$ cat config.mk
export PLATFORM = sky130hd
export DESIGN_NAME = progloader
export DESIGN_NICKNAME = d
export VERILOG_FILES = /design/src/rtl/progloader_pkg.sv /design/src/rtl/progloader.sv
export SDC_FILE = /design/constraint.sdc
export NUM_CORES = 1
export LEC_CHECK = 0
export ABC_AREA = 0
export CAP_MARGIN = 20
export CORE_MARGIN = 10
export CORE_UTILIZATION = 56
export DETAILED_ROUTE_END_ITERATION = 7
export GPL_ROUTABILITY_DRIVEN = 0
export HOLD_SLACK_MARGIN = 0.06
export PLACE_DENSITY = 0.84
export SETUP_SLACK_MARGIN = 0.5
export SLEW_MARGIN = 0
export SYNTH_ARGS = -nofsm -noshare
export SYNTH_HDL_FRONTEND = slang
export SYNTH_SLANG_ARGS = --single-unit
$ cat constraint.sdc
create_clock -name clk -period 2.8 [get_ports clk]
set_input_delay 0.56 -clock clk [delete_from_list [all_inputs] [get_ports clk]]
set_output_delay 0.56 -clock clk [all_outputs]
set_load 0.02 [all_outputs]
$ cat src/rtl/progloader_pkg.sv
// Shared constants and state encoding for the program loader.
package progloader_pkg;
  localparam int PL_AW       = 10;
  localparam int PL_DW       = 16;
  localparam int PL_MAXWORDS = 1024;
  localparam int BYTE_W      = 8;
  localparam int LEN_W       = 16;

  typedef enum logic [2:0] {
    S_IDLE    = 3'd0,
    S_LEN_HI  = 3'd1,
    S_LEN_LO  = 3'd2,
    S_DATA_HI = 3'd3,
    S_DATA_LO = 3'd4,
    S_WRITE   = 3'd5,
    S_DONE    = 3'd6,
    S_ERR     = 3'd7
  } state_e;
endpackage

$ cat src/rtl/progloader.sv
// Program loader: turns a length-prefixed byte stream into sequential
// 16-bit program memory writes starting at address 0.
module progloader
  import progloader_pkg::*;
#(
  parameter int AW       = PL_AW,
  parameter int DW       = PL_DW,
  parameter int MAXWORDS = PL_MAXWORDS
) (
  input  logic              clk,
  input  logic              reset,
  input  logic              start,
  input  logic [BYTE_W-1:0] rx_data,
  input  logic              rx_valid,
  output logic              rx_ready,
  output logic              we,
  output logic [AW-1:0]     wa,
  output logic [DW-1:0]     wd,
  output logic              busy,
  output logic              done,
  output logic              err
);
  state_e            state_q, state_d;
  logic [AW-1:0]     addr_q, addr_d;
  logic [LEN_W-1:0]  len_q, len_d;
  logic [LEN_W-1:0]  cnt_q, cnt_d;
  logic [BYTE_W-1:0] hi_q, hi_d;
  logic [DW-1:0]     wd_q, wd_d;
  logic [LEN_W-1:0]  len_full;
  logic              acc;

  // Outputs decode straight from the state register, so none depend on inputs.
  assign rx_ready = (state_q == S_LEN_HI) || (state_q == S_LEN_LO) ||
                    (state_q == S_DATA_HI) || (state_q == S_DATA_LO);
  assign busy     = rx_ready || (state_q == S_WRITE);
  assign we       = (state_q == S_WRITE);
  assign done     = (state_q == S_DONE);
  assign err      = (state_q == S_ERR);
  assign wa       = addr_q;
  assign wd       = wd_q;

  assign acc      = rx_valid && rx_ready;
  assign len_full = {len_q[LEN_W-1:BYTE_W], rx_data};

  // State, counters and data registers.
  always_ff @(posedge clk or posedge reset) begin
    if (reset) begin
      state_q <= S_IDLE;
      addr_q  <= '0;
      len_q   <= '0;
      cnt_q   <= '0;
      hi_q    <= '0;
      wd_q    <= '0;
    end else begin
      state_q <= state_d;
      addr_q  <= addr_d;
      len_q   <= len_d;
      cnt_q   <= cnt_d;
      hi_q    <= hi_d;
      wd_q    <= wd_d;
    end
  end

  // Next-state and datapath updates.
  always_comb begin
    state_d = state_q;
    addr_d  = addr_q;
    len_d   = len_q;
    cnt_d   = cnt_q;
    hi_d    = hi_q;
    wd_d    = wd_q;
    unique case (state_q)
      S_IDLE, S_DONE, S_ERR: begin
        // DONE falls back to IDLE unless a new session is requested right away.
        if (state_q == S_DONE) state_d = S_IDLE;
        if (start) begin
          state_d = S_LEN_HI;
          addr_d  = '0;
          cnt_d   = '0;
        end
      end
      S_LEN_HI: if (acc) begin
        len_d[LEN_W-1:BYTE_W] = rx_data;
        state_d = S_LEN_LO;
      end
      S_LEN_LO: if (acc) begin
        len_d = len_full;
        if (len_full == '0 || 32'(len_full) > 32'(MAXWORDS)) state_d = S_ERR;
        else                                                 state_d = S_DATA_HI;
      end
      S_DATA_HI: if (acc) begin
        hi_d    = rx_data;
        state_d = S_DATA_LO;
      end
      S_DATA_LO: if (acc) begin
        wd_d    = DW'({hi_q, rx_data});
        state_d = S_WRITE;
      end
      S_WRITE: begin
        addr_d = addr_q + 1'b1;
        cnt_d  = cnt_q + 1'b1;
        if (cnt_q + 1'b1 == len_q) state_d = S_DONE;
        else                       state_d = S_DATA_HI;
      end
      default: state_d = S_IDLE;
    endcase
  end
endmodule

==> results.sh <==
export IMPL_ff2ff_setup_slack_ns=0.59
export IMPL_port_buffers=42
export IMPL_yosys_register_bits=69
export IMPL_worst_path_buf_inv=2
export IMPL_vdd_ir_drop_worst_uv=715
export IMPL_grt_first_pass_wirelength_mm=14.3
export IMPL_place_inst=454
export IMPL_fin_total_pwr_mw=4.40
export IMPL_die_area_um2=10100
export IMPL_ctsRootBufferMaster="sky130_fd_sc_hd__clkbuf_8"
export IMPL_global_route_congestion_overflow_total=0
export IMPL_synthesis_nets=360
export IMPL_holdCritPathClass="flop to flop"
export IMPL_floorplan_core_area_um2=6310
export IMPL_crit_reg2reg_capture="state_q[0]"
export IMPL_worst_r2r_path_depth=8
export IMPL_cts_tree="yes"
export IMPL_pin_count=43
export IMPL_inserted_diodes=0
export IMPL_powerDensity_nw_per_um2=988
export IMPL_drt_wirelength_per_cell_um=18.3
export IMPL_syn_avg_cell_area_um2=10.5
export IMPL_die_h_um=101
export IMPL_hold_path_cell_count=1
export IMPL_seq_area_frac_synth=0.476
export IMPL_post_route_util=0.706
export IMPL_finalNonFillerCells=471
export IMPL_relSlewSlack=0.548
export IMPL_final_hold_slack_ns=0.496
export IMPL_endpoint_arrival_time_on_the_critical_path_ns=2.44
export IMPL_clock_latency_ns=0.35
export IMPL_finalInstanceArea_um2=4460
export IMPL_grt_setup_unrepaired="false"
export IMPL_worstHoldEndpoint="wa[9]"
export IMPL_grt_total_usage=0.174
export IMPL_clk_skew_ns=0.00874
export IMPL_rows=29
export IMPL_cp_top_family="simple AND/OR/NAND/NOR gates"
export IMPL_crit_fanout=15
export IMPL_area_growth_pct=22.9
export IMPL_count_of_final_hold_check_violations=0
export IMPL_final_critical_delay_including_setup_and_external_delays_ns=2.21
export IMPL_max_cap_viol_count=0
export IMPL_drc=0
export IMPL_worst_hold_startpoint="wa[9]"
export IMPL_timing_critical_path_from_type="flop"
export IMPL_cpMaxStageDelayCell="sky130_fd_sc_hd__dfrtp_1"
export IMPL_route_antenna_remaining_nets=0
export IMPL_final_setup_tns_ns=0
export IMPL_synth_cell_type_count=52
export IMPL_final_nets=403
export IMPL_yosysWarningCount=0
export IMPL_cp_cell_sequence="buf_4 > nand3b_1 > buf_4 > nor3_1 > o311ai_0 > nor4_1 > nand4_1 > nor2b_4"
export IMPL_path_common_cell="sky130_fd_sc_hd__buf_4"
export IMPL_cts_max_path_buffers=2
export IMPL_layout_worst_path_cycle_share=0.790
export IMPL_grt_max_degree=44
export IMPL_start_util=0.575
export IMPL_r2r_start="state_q[2]"
export IMPL_worst_setup_hold_path_clk_slew_ns=0.07
export IMPL_fmax_mhz=452
export IMPL_critical_path_max_stage_delay_ns=0.34
export IMPL_drt_iter0_markers=207
export IMPL_post_synth_top_area_fraction=0.476
export IMPL_tritoncts_buffer_count=9
export IMPL_required_ns=3.03
export IMPL_die_width_um=101
export IMPL_place_area_um2=4160
export IMPL_place_worst_setup_slack_ns=0.443
export IMPL_cts_max_level=3
export IMPL_leakage_nw=1.92
export IMPL_synthTopCellsByArea="sky130_fd_sc_hd__dfrtp_1 48%, sky130_fd_sc_hd__mux2_2 13%, sky130_fd_sc_hd__o21ai_0 5.1%"
export IMPL_final_layout_size_suffix_gt1_frac=0.228
export IMPL_timing_setup_critical_path_class="flop to flop"
export IMPL_dp_final_hpwl_mm=5.82
export IMPL_final_critical_path_setup_slack_ns=0.589
export IMPL_post_synthesis_cell_area_um2=3630
export IMPL_antenna_found_initial=0
export IMPL_route_detailed_vias_per_inst=6.10
export IMPL_setup_viol=0
export IMPL_endpoint_kind="flop"
export IMPL_number_of_iterations_in_the_first_detailed_routing_pass=5
export IMPL_via_count=2873
export IMPL_tightest_slew_ns=0.675
export IMPL_final_max_slew_viol_count=0
export IMPL_tritoncts_num_sinks=69
export IMPL_first_global_vias=2912
export IMPL_synthesis_instances=346
export IMPL_status="completed"
export IMPL_yosys_area_top_type="sky130_fd_sc_hd__dfrtp_1"
export IMPL_drt_total_wl_mm=8.62
-- placed cells by master (no fill, tap or decap), types with 6 or more instances in the layout --
master                            count
sky130_fd_sc_hd__xnor2_1             14
sky130_fd_sc_hd__xor2_1              11
sky130_fd_sc_hd__a31oi_1              9
sky130_fd_sc_hd__dfrtp_2              7
sky130_fd_sc_hd__mux2_2              41
sky130_fd_sc_hd__buf_4                9
sky130_fd_sc_hd__and3_1               6
sky130_fd_sc_hd__nor2_1              18
sky130_fd_sc_hd__clkbuf_8            11
sky130_fd_sc_hd__nand2_1             26
sky130_fd_sc_hd__nand3_1             22
sky130_fd_sc_hd__inv_1                7
sky130_fd_sc_hd__nand4_1              7
sky130_fd_sc_hd__o21ai_0             37
sky130_fd_sc_hd__clkdlybuf4s50_1     37
sky130_fd_sc_hd__dfrtp_1             62
-- metal layers --
layer | part of all wire | global-route usage | wire (um) | up-vias
li1 | - | - | - | 1345
met1 | 0.42 | 0.208 | 3640 | 1416
met2 | 0.49 | 0.283 | 4200 | 96
met3 | 0.072 | 0.0549 | 622 | 16
met4 | 0.018 | 0.0685 | 159 | 0
met5 | 0 | 0 | 0 | -
-- power by group --
part | internal, mW | switching (mW) | total [mW] | leakage [nW]
Combinational | 0.865 | 0.846 | 1.71 | 0.927
Sequential | 1.34 | 0.322 | 1.66 | 0.871
Clock | 0.642 | 0.388 | 1.03 | 0.126
-- worst max path at each step --
stage | to | from | slack, ns | cells after the start
finish | state_q[0] | state_q[2] | 0.59 | 8
global route | state_q[0] | state_q[2] | 0.51 | 8
CTS | we | state_q[2] | 0.41 | 4
detailed placement | state_q[0] | cnt_q[0] | 0.44 | 7
global placement | state_q[0] | cnt_q[0] | 0.46 | 7
floorplan | cnt_q[0] | reset | 0.50 | 1
-- synth_stat cells, drive strengths merged --
| cell type | instances |
|---|---|
| a21oi | 3 |
| o41a | 1 |
| a21o | 1 |
| nor4bb | 2 |
| xor2 | 11 |
| dfrtp | 69 |
| and4 | 3 |
| nor2b | 4 |
| a32oi | 1 |
| or3 | 1 |
| and2 | 2 |
| nand2b | 2 |
| buf | 6 |
| o41ai | 2 |
| nor3 | 4 |
| nor2 | 18 |
| o31ai | 1 |
| inv | 8 |
| nor4b | 1 |
| mux2 | 41 |
| a221oi | 1 |
| nand3b | 1 |
| nand2 | 26 |
| nor4 | 7 |
| clkbuf | 14 |
| a31oi | 9 |
| nand4 | 9 |
| and3 | 7 |
| ha | 2 |
| o21ai | 38 |
| a311o | 1 |
| and4b | 1 |
| o221a | 1 |
| nand3 | 24 |
| xnor2 | 14 |
| and3b | 1 |
| or4 | 1 |
| o22ai | 3 |
| mux2i | 1 |
| a211oi | 2 |
| o311ai | 2 |
-- worst reg2reg max path, delay by kind of cell (launching register included) --
family / cells / cell delay [ns]
compound gates: 1 / 0.21
buf+inv: 2 / 0.43
flops: 1 / 0.34
simple gates: 5 / 1.14
-- logic make-up after synthesis --
family	count (synthesis)	share of synthesized area
AOI/OAI and AO/OA	66	0.111
adders and majority gates	2	0.00689
buffers and inverters	28	0.0314
xor gates and xnor gates	25	0.0603
and+or+nand+nor	114	0.185
DFF	69	0.476
muxes	42	0.130
-- layout make-up --
| type | count | area, um2 |
|---|---|---|
| clock inverter | 5 | 106 |
| fill | 457 | 1850 |
| tap | 77 | 96.3 |
| clock buffer | 11 | 151 |
| multi-input combinational | 249 | 1830 |
| inverter | 8 | 30.0 |
| timing repair buffer | 52 | 509 |
| sequential | 69 | 1740 |
-- registers in the layout, indices dropped and copies added (netlist names) --
signal   count
cnt_q       16
len_q       16
wd          16
wa          10
hi_q         8
state_q      3
-- what timing repair did --
item | 4_1_cts | 5_1_grt
gates resized for setup | 7 | 9
buffers inserted | 1 | 0
pin swaps | 0 | 1
hold buffers | 0 | 0
setup endpoints to repair | 6 | 4
Power figures use the tool's default switching activity.
